## config.mk

```make
export PLATFORM = sky130hd
export DESIGN_NAME = serial_unloader_flat
export DESIGN_NICKNAME = d
export VERILOG_FILES = /design/src/rtl/sec_pkg.sv /design/src/rtl/serial_unloader_if.sv /design/src/rtl/serial_unloader.sv /design/src/flat_wrapper.sv
export SDC_FILE = /design/constraint.sdc
export NUM_CORES = 1
export LEC_CHECK = 0
export BUFFER_PORTS_ARGS = -buffer_cell sky130_fd_sc_hd__clkbuf_2
export CAP_MARGIN = 25
export CELL_PAD_IN_SITES_DETAIL_PLACEMENT = 1
export CELL_PAD_IN_SITES_GLOBAL_PLACEMENT = 2
export CORE_AREA = 4 4 92 72
export DETAILED_ROUTE_END_ITERATION = 8
export DIE_AREA = 0 0 96 76
export PLACE_DENSITY = 0.89
export SLEW_MARGIN = 20
export SYNTH_ARGS = -nofsm -noshare
export SYNTH_HDL_FRONTEND = slang
export SYNTH_SLANG_ARGS = --single-unit
```

## constraint.sdc

```tcl
create_clock -name clk -period 4.55 [get_ports clk]
set_input_delay 0.91 -clock clk [delete_from_list [all_inputs] [get_ports clk]]
set_output_delay 0.91 -clock clk [all_outputs]
set_load 0.05 [all_outputs]
```

## src/rtl/sec_pkg.sv

```systemverilog
// rtl/sec_pkg.sv - shared types and constants for the serial unloader datapath
package sec_pkg;

    localparam int DATA_W = 32;

    typedef enum logic {
        IDLE  = 1'b0,
        SHIFT = 1'b1
    } state_t;

endpackage

```

## src/rtl/serial_unloader_if.sv

```systemverilog
// rtl/serial_unloader_if.sv - parallel word input and serial bit output handshakes
interface serial_unloader_if
    import sec_pkg::*;
#(
    parameter int WIDTH = DATA_W
);

    logic             in_valid;
    logic             in_ready;
    logic [WIDTH-1:0] data_in;
    logic             ser_out;
    logic             ser_valid;
    logic             ser_last;
    logic             ser_ready;
    logic             busy;

    modport master (
        output in_valid, data_in, ser_ready,
        input  in_ready, ser_out, ser_valid, ser_last, busy
    );

    modport slave (
        input  in_valid, data_in, ser_ready,
        output in_ready, ser_out, ser_valid, ser_last, busy
    );

endinterface

```

## src/rtl/serial_unloader.sv

```systemverilog
// rtl/serial_unloader.sv - parallel-to-serial unloader, one bit per accepted cycle
module serial_unloader
    import sec_pkg::*;
#(
    parameter int WIDTH     = DATA_W,
    parameter bit MSB_FIRST = 1'b1
) (
    input  logic               clk,
    input  logic               rst,
    serial_unloader_if.slave   bus
);

    localparam int              CNT_W    = $clog2(WIDTH);
    localparam logic [CNT_W-1:0] LAST_CNT = CNT_W'(WIDTH - 1);

    state_t             state, state_nxt;
    logic [WIDTH-1:0]   shift_reg, shift_nxt;
    logic [WIDTH-1:0]   shifted;
    logic [CNT_W-1:0]   bit_cnt, cnt_nxt;
    logic               last_take;

    assign shifted = MSB_FIRST ? {shift_reg[WIDTH-2:0], 1'b0}
                               : {1'b0, shift_reg[WIDTH-1:1]};

    assign bus.ser_last  = (state == SHIFT) && (bit_cnt == LAST_CNT);
    assign bus.ser_valid = (state == SHIFT);
    assign bus.busy      = (state == SHIFT);
    assign bus.ser_out   = MSB_FIRST ? shift_reg[WIDTH-1] : shift_reg[0];

    // Accepting the final bit frees the word slot in the same cycle, so a
    // waiting word can load with no bubble.
    assign last_take    = bus.ser_last && bus.ser_ready;
    assign bus.in_ready = (state == IDLE) || last_take;

    always_ff @(posedge clk) begin
        if (rst) begin
            state     <= IDLE;
            shift_reg <= '0;
            bit_cnt   <= '0;
        end else begin
            state     <= state_nxt;
            shift_reg <= shift_nxt;
            bit_cnt   <= cnt_nxt;
        end
    end

    always_comb begin
        state_nxt = state;
        shift_nxt = shift_reg;
        cnt_nxt   = bit_cnt;
        case (state)
            IDLE: begin
                if (bus.in_valid) begin
                    shift_nxt = bus.data_in;
                    cnt_nxt   = '0;
                    state_nxt = SHIFT;
                end
            end
            SHIFT: begin
                if (last_take) begin
                    cnt_nxt = '0;
                    if (bus.in_valid) begin
                        shift_nxt = bus.data_in;
                    end else begin
                        shift_nxt = shifted;
                        state_nxt = IDLE;
                    end
                end else if (bus.ser_ready) begin
                    shift_nxt = shifted;
                    cnt_nxt   = bit_cnt + 1'b1;
                end
            end
            default: state_nxt = IDLE;
        endcase
    end

endmodule

```

## src/flat_wrapper.sv

```systemverilog
// flat-port wrapper written by rule: the top's interface ports become plain ports
module serial_unloader_flat import sec_pkg::*;
#(
    parameter int WIDTH     = DATA_W,
    parameter bit MSB_FIRST = 1'b1
)
  (clk, rst, bus_in_valid, bus_data_in, bus_ser_ready, bus_in_ready, bus_ser_out, bus_ser_valid, bus_ser_last, bus_busy);
  serial_unloader_if #(.WIDTH(WIDTH)) bus_i ();
  input  logic clk;
  input  logic rst;
  input wire logic [$bits(bus_i.in_valid)-1:0] bus_in_valid;
  input wire logic [$bits(bus_i.data_in)-1:0] bus_data_in;
  input wire logic [$bits(bus_i.ser_ready)-1:0] bus_ser_ready;
  output wire logic [$bits(bus_i.in_ready)-1:0] bus_in_ready;
  output wire logic [$bits(bus_i.ser_out)-1:0] bus_ser_out;
  output wire logic [$bits(bus_i.ser_valid)-1:0] bus_ser_valid;
  output wire logic [$bits(bus_i.ser_last)-1:0] bus_ser_last;
  output wire logic [$bits(bus_i.busy)-1:0] bus_busy;
  assign bus_i.in_valid = bus_in_valid;
  assign bus_i.data_in = bus_data_in;
  assign bus_i.ser_ready = bus_ser_ready;
  assign bus_in_ready = bus_i.in_ready;
  assign bus_ser_out = bus_i.ser_out;
  assign bus_ser_valid = bus_i.ser_valid;
  assign bus_ser_last = bus_i.ser_last;
  assign bus_busy = bus_i.busy;
  serial_unloader #(.WIDTH(WIDTH), .MSB_FIRST(MSB_FIRST)) u_core (.clk(clk), .rst(rst), .bus(bus_i));
endmodule
```

After elaboration in Yosys (flattened, before gate mapping)
Index checks and enable logic that the tools add are counted. W data, S select, Z words.

Register bits: 38. Latch bits: 0. Output and inout bits: 5. Memories: 0. Input port bits: 36. RAM bits: 0. Word-level logic and storage cells: 24. Memory bits (read-only): 0.

Bitwise gates (word level): 1. Add/sub/neg operators: 1. Multiply operators: 0. Shift operators: 0. Equality and inequality tests: 3. Div/mod/pow operators: 0. Order comparisons: 0. Multiplexer cells: 12. Reduce and logical (&&, ||, !) cells: 4.

Operators by type and width (count): $mux W32 (4); $pmux W32 S2 (1); $mux W5 (3); $pmux W5 S2 (1); $add A5 B1 Y5 const B (1); $eq A5 B5 Y1 const B (1); $ne A3 B3 Y1 const B (1); $logic_and A1 B1 Y1 (2); $mux W1 (2); $ne A2 B2 Y1 const B (1); $pmux W1 S2 (1); $reduce_and A2 Y1 (1); $logic_or A1 B1 Y1 (1); $not A1 Y1 (1).

Depth between registers and ports, before layout
Gate-level depths: netlist of run 1.

Depth after elaboration: 5. Mapped depth: 7. Depth with buffers taken out: 6.

Least setup slack after synthesis of run 1
No wires, ideal clock.

Kind: reg-to-output. Start: register u_core.state (netlist: u_core.bus.busy). End: output port bus_ser_last. Path slack: 2.058 ns. Path buffers: 2. Data arrival time: 1.582 ns. Cell stages (with the launch flop): 4. Cell sequence: dfxtp_1 > buf_6 > clkbuf_1 > and2_1.

Word-level cells in the longest chain between the ends: 1.

Ends and longest elaborated chain: from (decl) (line serial_unloader.sv:16) `state_t state, state_nxt;`; from (signal assigned) (line serial_unloader.sv:41) `state <= state_nxt;`; $logic_and A1 B1 Y1 (line serial_unloader.sv:25) `assign bus.ser_last = (state == SHIFT) && (bit_cnt == LAST_CNT);`; to (decl) (line flat_wrapper.sv:17) `output wire logic [$bits(bus_i.ser_last)-1:0] bus_ser_last;`.

No other way between the ends.

Worst setup path after layout of run 1
Start: register u_core.bit_cnt[0]. End: output port bus_in_ready.

Word-level cells in the longest chain between the ends: 4.

Ends and longest elaborated chain: from (decl) (line serial_unloader.sv:19) `logic [CNT_W-1:0] bit_cnt, cnt_nxt;`; from (signal assigned) (line serial_unloader.sv:43) `bit_cnt <= cnt_nxt;`; $eq A5 B5 Y1 (line serial_unloader.sv:25); $logic_and A1 B1 Y1 (line serial_unloader.sv:25); $logic_and A1 B1 Y1 (line serial_unloader.sv:32) `assign last_take = bus.ser_last && bus.ser_ready;`; $logic_or A1 B1 Y1 (line serial_unloader.sv:33) `assign bus.in_ready = (state == IDLE) || last_take;`; to (decl) (line flat_wrapper.sv:14) `output wire logic [$bits(bus_i.in_ready)-1:0] bus_in_ready;`.

No other way between the ends.

==> impl_metrics.csv, run 1 <==
group,metric,value,unit
cells_and_area,fin_area,2100,sq um
sta,fin_crit,2.77,ns
grt,grt-ovfl-total,0,
cells_and_area,drive_gt1_frac,0.227,
die,io_pins,41,
die,initial_core_util,0.321,
placed_design,io_buffers,40,
power,seqPwrFrac,0.485,
cells_and_area,largest_reg_flops,32,
synthesis,synth_warnings,0,
sta,tightest_slew,0.843,ns
cells_and_area,area.growth.synth_to_final,14.4,%
die,dieArea,7300,sq um
synthesis,yosysTopAreaCell,"dfxtp_1",
die,die_h,76,microns
min_path,min_delay_path_depth,2,
min_path,min_path_type,"reg -> reg",
clock_tree,clk_pin_slew,0.08,ns
clock_tree,cts-root-buf,"clkbuf_8",
power,swShare,0.270,
synthesis,synthSimpleGateAreaFrac,0.186,
synthesis,synthAdderAreaFrac,0.0136,
power,clkPwrFrac,0.367,
sta,relSlewSlack,0.438,
synthesis,ys_types,26,
die,core_area,5740,sq um
synthesis,syn_inst,218,
cells_and_area,layout.nets,279,
sta,fmax,0.361,GHz
clock_tree,cts_resized,0,
synthesis,ys_seq_elements,38,
placed_design,post-place-ws,2.08,ns
synthesis,synth_top_family_by_area,"compound AO/OA/AOI/OAI gates",
critical_path,worstSetupPathType,"reg -> out",
run_status,status,"completed",
drt,drt_wl_total,4760,microns
grt,first_global_vias,1681,
grt,grt_pass1_wl,7910,microns
grt,grt_util_all_layers,0.134,
sta,drv_slew,0,
critical_path,cp_max_fo,5,
clock_tree,clock_latency,0.29,ns
clock_tree,clock_sinks,38,
die,rows,24,
sta,finClkSkew,0.00987,ns
power,p_leak,0.794,nW
min_path,hold_start,"u_core.shift_reg[0]$_SDFFE_PP0P_",
critical_path,startpoint_type,"flip-flop",
critical_path,end_kind,"output port",
synthesis,synth.avg_cell_area,8.44,sq um
power,p_int,0.565,mW
synthesis,synth-compound-area-share,0.278,
drt,wl_per_cell,14.9,microns
sta,timing.final.ws_setup,1.78,ns
critical_path,r2r_slack,2.37,ns
clock_tree,hold_buffers,0,
critical_path,critical_path_required,3.64,ns
sta,grt_setup_unrepaired,"false",
critical_path,arrival,1.86,ns
critical_path,r2r-end,"u_core.shift_reg[15]$_SDFFE_PP0P_",
min_path,whs_endpoint,"u_core.shift_reg[0]$_SDFFE_PP0P_",
cells_and_area,fin_cells,320,
synthesis,yosysSeqAreaShare,0.414,
drt,first_iter_violations,112,
power,powerDensity,367,nW/um^2
synthesis,synthMuxAreaShare,0.0190,
synthesis,synthTopCellsByArea,"dfxtp_1 (41%), a311oi_1 (14%), nand3_1 (9.0%)",
sta,fin_setup_tns,0,ns
synthesis,synth_top_area_frac,0.414,
synthesis,syn_area,1840,sq um
clock_tree,cts_made_buffers,5,
cells_and_area,diodes,0,
flow_run,maxCapViolCount,0,
drt,drtAntennaViolNets,0,
clock_tree,clockBufferDepth,2,
power,p_sw,0.208,mW
sta,finalCritPeriodShare,0.609,
die,dieWidth,96,microns
power,ir_worst_vdd,0.122,mV
drt,drc,0,
clock_tree,cts_setup_buffers,0,
grt,grt_max_degree,66,
cells_and_area,fillCellCount,704,
clock_tree,htree_levels,2,
placed_design,dp_hpwl,3060,microns
power,p_comb_frac,0.148,
critical_path,reg2reg_from,"u_core.bit_cnt[0]$_SDFFE_PP0P_",
placed_design,gp_congestion,0.749,
clock_tree,cts_tree,"done",
critical_path,rr_worst_depth,6,
grt,grt_antenna_before_repair,0,
drt,vias,1660,
drt,firstDrtPassIters,4,
drt,viasPerCell,5.19,
sta,finalSetupViolations,0,
synthesis,synth_xor_area_frac,0,
sta,hold_viol_final,0,
sta,hold_ws,0.478,ns
placed_design,dpl_cell_area,2000,sq um
synthesis,synth_nets,256,
placed_design,dp_cells,312,
-- cells by family (layout without fill, tap and decap cells) --
group,Yosys count,after routing
DFF,38,38
adders and majority gates,2,2
muxes,3,3
AOI/OAI and AO/OA,71,71
and+or+nand+nor,76,76
buffers and inverters,28,52
-- cell usage after synthesis --
cell      number
a21boi_1       1
a21oi_1        2
a22oi_1        2
a311oi_1      30
a311oi_2       3
a41oi_1        1
and2_1         1
and3_1         1
and3_2         1
and3b_1        1
buf_2          1
buf_4          1
buf_6          7
clkbuf_1      16
clkbuf_2       1
dfxtp_1       38
ha_1           2
inv_1          2
mux2_4         1
mux2i_1        2
nand2_1        2
nand2b_1       1
nand3_1       33
nor2_1        36
o211ai_1       1
o21ai_0       31
-- worst max-delay path by stage --
stage / from / end / slack (ns) / depth (start not counted)
global route: u_core.bit_cnt[0]$_SDFFE_PP0P_ / bus_in_ready / 1.65 / 6
finish: u_core.bit_cnt[0]$_SDFFE_PP0P_ / bus_in_ready / 1.78 / 6
global placement: bus_ser_ready / bus_in_ready / 2.11 / 4
floorplan: u_core.bus.busy$_SDFF_PP0_ / bus_ser_last / 2.06 / 3
CTS: u_core.bit_cnt[0]$_SDFFE_PP0P_ / bus_in_ready / 1.77 / 6
detailed placement: bus_ser_ready / bus_in_ready / 2.08 / 4
-- worst max-delay path: stages (launching register included) --
cell	delay, ns
dfxtp_1	0.35
ha_1	0.23
and3_1	0.19
ha_1	0.24
a21boi_1	0.26
inv_1	0.07
clkbuf_2	0.24
-- layer usage --
layer  up-vias  GRT usage  routed length [microns]  part of all wire
li1        855          -                        -                 -
met3         4     0.0316                      176             0.037
met1       770      0.187                     2380              0.50
met2        31      0.201                     2150              0.45
met5         -          0                        0                 0
met4         0     0.0426                       57             0.012
-- layout by cell type (no fill, tap or decap), drive strengths merged --
cell type,instances
a21boi,1
a21oi,2
a22oi,2
a311oi,33
a41oi,1
and2,1
and3,2
and3b,1
buf,2
bufinv,1
clkbuf,45
clkinv,2
dfxtp,38
ha,2
inv,2
mux2,1
mux2i,2
nand2,2
nand2b,1
nand3,33
nor2,36
o211ai,1
o21ai,31
-- stage by stage --
step,utilization,total power [mW]
finish,0.367,0.773
global route,0.367,0.815
CTS,0.367,0.781
detailed placement,0.348,0.498
global placement,0.348,0.493
floorplan,-,0.473
-- layout make-up --
type,count,area (sq um),share of cell area
multi-input cells,152,915,0.435
flip-flops and latches,38,761,0.361
repair buffers,42,215,0.102
well taps,78,97.6,0.0464
clock buffers,5,68.8,0.0327
clock inverters,3,40.0,0.0190
inverters,2,7.51,0.00357
-- power by group through the flow --
stage,Clock (mW),Combinational [mW],Sequential [mW]
final,0.284,0.115,0.375
after global routing,0.307,0.129,0.378
after CTS,0.290,0.116,0.375
after detailed placement,0,0.116,0.383
after global placement,0,0.112,0.381
after floorplan,0,0.0893,0.383
(Power assumes the default switching activity.)
==> run 2, diff against run 1 <==
--- a/config.mk
+++ b/config.mk
@@ -9,10 +9,10 @@
 export CAP_MARGIN = 25
 export CELL_PAD_IN_SITES_DETAIL_PLACEMENT = 1
 export CELL_PAD_IN_SITES_GLOBAL_PLACEMENT = 2
-export CORE_AREA = 4 4 92 72
+export CORE_AREA = 4 4 99 78
 export DETAILED_ROUTE_END_ITERATION = 8
-export DIE_AREA = 0 0 96 76
-export PLACE_DENSITY = 0.89
+export DIE_AREA = 0 0 103 82
+export PLACE_DENSITY = 0.81
 export SLEW_MARGIN = 20
 export SYNTH_ARGS = -nofsm -noshare
 export SYNTH_HDL_FRONTEND = slang
==> constraint.sdc (replaced) <==
create_clock -name clk -period 2.4 [get_ports clk]
set_input_delay 0.48 -clock clk [delete_from_list [all_inputs] [get_ports clk]]
set_output_delay 0.48 -clock clk [all_outputs]
set_load 0.05 [all_outputs]
==> impl_metrics.csv, run 2 (same netlist as run 1, synthesis figures left out) <==
group,metric,value,unit
run_status,status,"completed",
sta,fmax,0.441,GHz
clock_tree,cts_made_buffers,5,
sta,fin_crit,2.27,ns
die,dieArea,8450,sq um
critical_path,startpoint_type,"flip-flop",
sta,relSlewSlack,0.369,
placed_design,gp_congestion,0.693,
drt,drtAntennaViolNets,0,
grt,first_global_vias,1716,
die,initial_core_util,0.274,
die,core_area,6700,sq um
drt,wl_per_cell,16.0,microns
drt,drt_wl_total,5200,microns
cells_and_area,drive_gt1_frac,0.227,
critical_path,arrival,1.79,ns
clock_tree,cts_tree,"done",
sta,fin_setup_tns,0,ns
drt,firstDrtPassIters,5,
clock_tree,clock_sinks,38,
cells_and_area,area.growth.synth_to_final,14.1,%
sta,tightest_slew,0.946,ns
critical_path,reg2reg_from,"u_core.bit_cnt[0]$_SDFFE_PP0P_",
clock_tree,clk_pin_slew,0.08,ns
cells_and_area,final_cell_mix,"clkbuf_2 (40), dfxtp_1 (38), nor2_1 (36)",
cells_and_area,diodes,0,
critical_path,cp_max_fo,5,
placed_design,post-place-ws,0.304,ns
grt,grt_max_degree,66,
cells_and_area,layout.nets,279,
power,powerDensity,664,nW/um^2
grt,grt_antenna_before_repair,0,
min_path,min_path_type,"in -> reg",
sta,grt_setup_unrepaired,"false",
critical_path,crit_top_cell,"ha_1",
sta,drv_slew,0,
placed_design,dpl_cell_area,2000,sq um
die,io_pins,41,
sta,finalCritPeriodShare,0.944,
drt,drc,0,
sta,hold_ws,0.452,ns
clock_tree,clockBufferDepth,2,
die,dieWidth,103,microns
critical_path,crit_path_top_delay_cell,"dfxtp_1",
critical_path,end_kind,"output port",
placed_design,dp_hpwl,3180,microns
min_path,hold_start,"bus_data_in[0]",
cells_and_area,fillCellCount,838,
die,rows,26,
cells_and_area,layout_commonest_cell,"clkbuf_2",
placed_design,io_buffers,40,
clock_tree,htree_levels,2,
critical_path,worstSetupPathType,"reg -> out",
power,power,1.39,mW
critical_path,critical_path_required,1.92,ns
die,die_h,82,microns
power,ir_worst_vdd,0.229,mV
critical_path,cp_cell_sequence,"ha_1 > and3_1 > ha_1 > a21boi_2 > inv_1 > clkbuf_2",
cells_and_area,fin_area,2100,sq um
sta,finClkSkew,0.00900,ns
critical_path,slowest_delay,0.35,ns
cells_and_area,largest_reg_flops,32,
drt,first_iter_violations,169,
power,p_leak,0.785,nW
drt,vias,1728,
clock_tree,cts-root-buf,"clkbuf_8",
grt,grt_pass1_wl,8540,microns
sta,timing.final.ws_setup,0.134,ns
sta,finalSetupViolations,0,
grt,grt-ovfl-total,0,
flow_run,maxCapViolCount,0,
grt,grt_util_all_layers,0.127,
clock_tree,clock_latency,0.29,ns
critical_path,crit_path_start,"u_core.bit_cnt[0]$_SDFFE_PP0P_",
drt,viasPerCell,5.30,
sta,hold_viol_final,0,
clock_tree,cts_setup_buffers,0,
run 2: layer usage:
metal	part of all wire	up-vias	GRT usage
li1	-	857	-
met3	0.047	2	0.0289
met2	0.44	35	0.200
met1	0.51	834	0.178
met4	0.0046	0	0.0272
met5	0	-	0
run 2: where the power goes:
group	switching (mW)	total, mW	internal, mW
registers	0.0292	0.712	0.683
clock network	0.227	0.459	0.232
logic	0.140	0.222	0.0826
total	0.396	1.39	0.997
run 2: stage by stage:
step,cells,utilization
after floorplan,218,-
after global placement,318,0.299
after detailed placement,318,0.299
after CTS,326,0.313
after global routing,326,0.313
final,326,0.313
run 2: worst paths after layout:
path | cells after the start | end | slack, ns
worst max-delay path | 6 | bus_in_ready | 0.13
worst min register to register | 2 | u_core.shift_reg[0]$_SDFFE_PP0P_ | 0.46
worst min-delay path | 3 | u_core.shift_reg[0]$_SDFFE_PP0P_ | 0.45
worst max register to register | 6 | u_core.shift_reg[10]$_SDFFE_PP0P_ | 0.26
run 2: timing repair:
item / 4_1_cts / 5_1_grt
endpoints found under the setup margin: 0 / 1
gates resized for setup: 0 / 1
hold buffers: 0 / 0
run 2: final cells by class:
class                      count  area, sq um  share of cell area
inverter                       2         7.51             0.00358
tap                           84          105              0.0501
clock inverter                 1         5.00             0.00239
timing repair buffer          42          215               0.103
sequential                    38          761               0.363
multi-input combinational    152          918               0.438
clock buffer                   7         86.3              0.0411
run 2: critical path: cells and delay by family, from the launching register on:
family	cells	cell delay, ns
compound gates	1	0.22
fa+ha+maj	2	0.45
buf+inv	2	0.29
flops	1	0.35
simple gates	1	0.18
==> run 3, diff against run 2 <==
--- a/config.mk
+++ b/config.mk
@@ -10,6 +10,7 @@
 export CELL_PAD_IN_SITES_DETAIL_PLACEMENT = 1
 export CELL_PAD_IN_SITES_GLOBAL_PLACEMENT = 2
 export CORE_AREA = 4 4 99 78
+export CTS_BUF_LIST = sky130_fd_sc_hd__clkbuf_4 sky130_fd_sc_hd__clkbuf_8 sky130_fd_sc_hd__clkbuf_16
 export DETAILED_ROUTE_END_ITERATION = 8
 export DIE_AREA = 0 0 103 82
 export PLACE_DENSITY = 0.81
==> impl_metrics.csv, run 3 (same netlist as run 1, synthesis figures left out) <==
group,metric,value,unit
run_status,status,"completed",
sta,fin_crit,2.27,ns
sta,fin_setup_tns,0,ns
sta,finClkSkew,0.00879,ns
drt,first_iter_violations,161,
clock_tree,cts_resized,0,
cells_and_area,layout_commonest_cell,"clkbuf_2",
min_path,min_path_type,"in -> reg",
sta,grt_setup_unrepaired,"false",
grt,grt-ovfl-total,0,
placed_design,dp_cells,318,
cells_and_area,area.growth.synth_to_final,14.3,%
critical_path,critPathBufInv,2,
critical_path,cp_cell_sequence,"ha_1 > and3_1 > ha_1 > a21boi_2 > inv_1 > clkbuf_2",
critical_path,worstSetupPathType,"reg -> out",
die,dieArea,8450,sq um
sta,fmax,0.441,GHz
clock_tree,clockBufferDepth,2,
power,p_leak,0.788,nW
clock_tree,clock_sinks,38,
sta,finalCritPeriodShare,0.945,
critical_path,arrival,1.79,ns
drt,drc,0,
sta,hold_viol_final,0,
cells_and_area,fillCellCount,837,
clock_tree,clock_latency,0.29,ns
clock_tree,htree_levels,2,
sta,finalSetupViolations,0,
critical_path,slowest_delay,0.35,ns
cells_and_area,multi_input_area,918,sq um
clock_tree,hold_buffers,0,
cells_and_area,diodes,0,
critical_path,end_kind,"output port",
critical_path,crit_top_cell,"ha_1",
die,die_h,82,microns
cells_and_area,largest_reg_flops,32,
placed_design,dp_hpwl,3180,microns
clock_tree,cts_setup_buffers,0,
power,ir_worst_vdd,0.230,mV
drt,firstDrtPassIters,4,
sta,relSlewSlack,0.370,
flow_run,maxCapViolCount,0,
placed_design,post-place-ws,0.304,ns
critical_path,critical_path_required,1.92,ns
cells_and_area,fin_area,2100,sq um
clock_tree,cts_tree,"done",
power,powerDensity,671,nW/um^2
cells_and_area,layout.nets,279,
sta,tightest_slew,0.944,ns
grt,first_global_vias,1716,
die,dieWidth,103,microns
die,initial_core_util,0.274,
sta,drv_slew,0,
grt,grt_antenna_before_repair,0,
drt,viasPerCell,5.25,
die,io_pins,41,
drt,vias,1710,
drt,drt_wl_total,5240,microns
cells_and_area,drive_gt1_frac,0.231,
clock_tree,cts-root-buf,"clkbuf_8",
drt,drtAntennaViolNets,0,
drt,wl_per_cell,16.1,microns
sta,timing.final.ws_setup,0.133,ns
placed_design,io_buffers,40,
die,rows,26,
die,core_area,6700,sq um
grt,grt_max_degree,66,
critical_path,cp_max_fo,5,
critical_path,crit_path_top_delay_cell,"dfxtp_1",
clock_tree,clk_pin_slew,0.08,ns
grt,grt_util_all_layers,0.127,
critical_path,crit_family,"adder cells",
placed_design,gp_congestion,0.693,
cells_and_area,final_cell_mix,"clkbuf_2 (40), dfxtp_1 (38), nor2_1 (36)",
grt,grt_pass1_wl,8540,microns
placed_design,dpl_cell_area,2000,sq um
clock_tree,cts_made_buffers,5,
critical_path,startpoint_type,"flip-flop",
cells_and_area,seqCellArea,761,sq um
cells_and_area,fin_cells,326,
run 3: cell count changes in the layout (fill, tap and decap cells not counted):
cell / change
clkbuf_1: -1
clkbuf_4: +1
run 3: where the power goes:
part / leakage, nW / internal (mW) / switching [mW]
sequential: 0.314 / 0.682 / 0.0295
clock: 0.0517 / 0.243 / 0.231
combinational: 0.422 / 0.0826 / 0.140
run 3: area by class of cell:
| type | count | share of cell area |
|---|---|---|
| Tap cell | 84 | 0.0500 |
| Inverter | 2 | 0.00357 |
| Multi-Input combinational cell | 152 | 0.437 |
| Timing Repair Buffer | 42 | 0.102 |
| Clock buffer | 7 | 0.0429 |
| Sequential cell | 38 | 0.362 |
| Clock inverter | 1 | 0.00238 |
run 3: routing by layer:
metal  share of wire  GRT usage  vias up
met5               0          0        -
met4          0.0046     0.0272        0
met3           0.043     0.0289        2
met2            0.43      0.200       31
met1            0.52      0.178      818
li1                -          -      859
run 3: worst min-delay path, cell delays in order:
cell	delay, ns
clkbuf_2	0.08
o211ai_1	0.07
a21oi_1	0.06
run 3: per-stage QoR:
stage / util / hold WS [ns] / power, mW
after floorplan: - / 0.437 / 0.896
after global placement: 0.299 / 0.449 / 0.942
after detailed placement: 0.299 / 0.454 / 0.950
after CTS: 0.313 / 0.447 / 1.42
after global routing: 0.314 / 0.457 / 1.49
final: 0.314 / 0.450 / 1.41
run 3: final timing paths:
check | start | to | slack (ns) | depth (start not counted)
setup / recovery | u_core.bit_cnt[0]$_SDFFE_PP0P_ | bus_in_ready | 0.13 | 6
setup reg to reg | u_core.bit_cnt[0]$_SDFFE_PP0P_ | u_core.shift_reg[10]$_SDFFE_PP0P_ | 0.27 | 6
hold / removal | bus_data_in[0] | u_core.shift_reg[0]$_SDFFE_PP0P_ | 0.45 | 3
hold reg to reg | u_core.shift_reg[0]$_SDFFE_PP0P_ | u_core.shift_reg[0]$_SDFFE_PP0P_ | 0.46 | 2
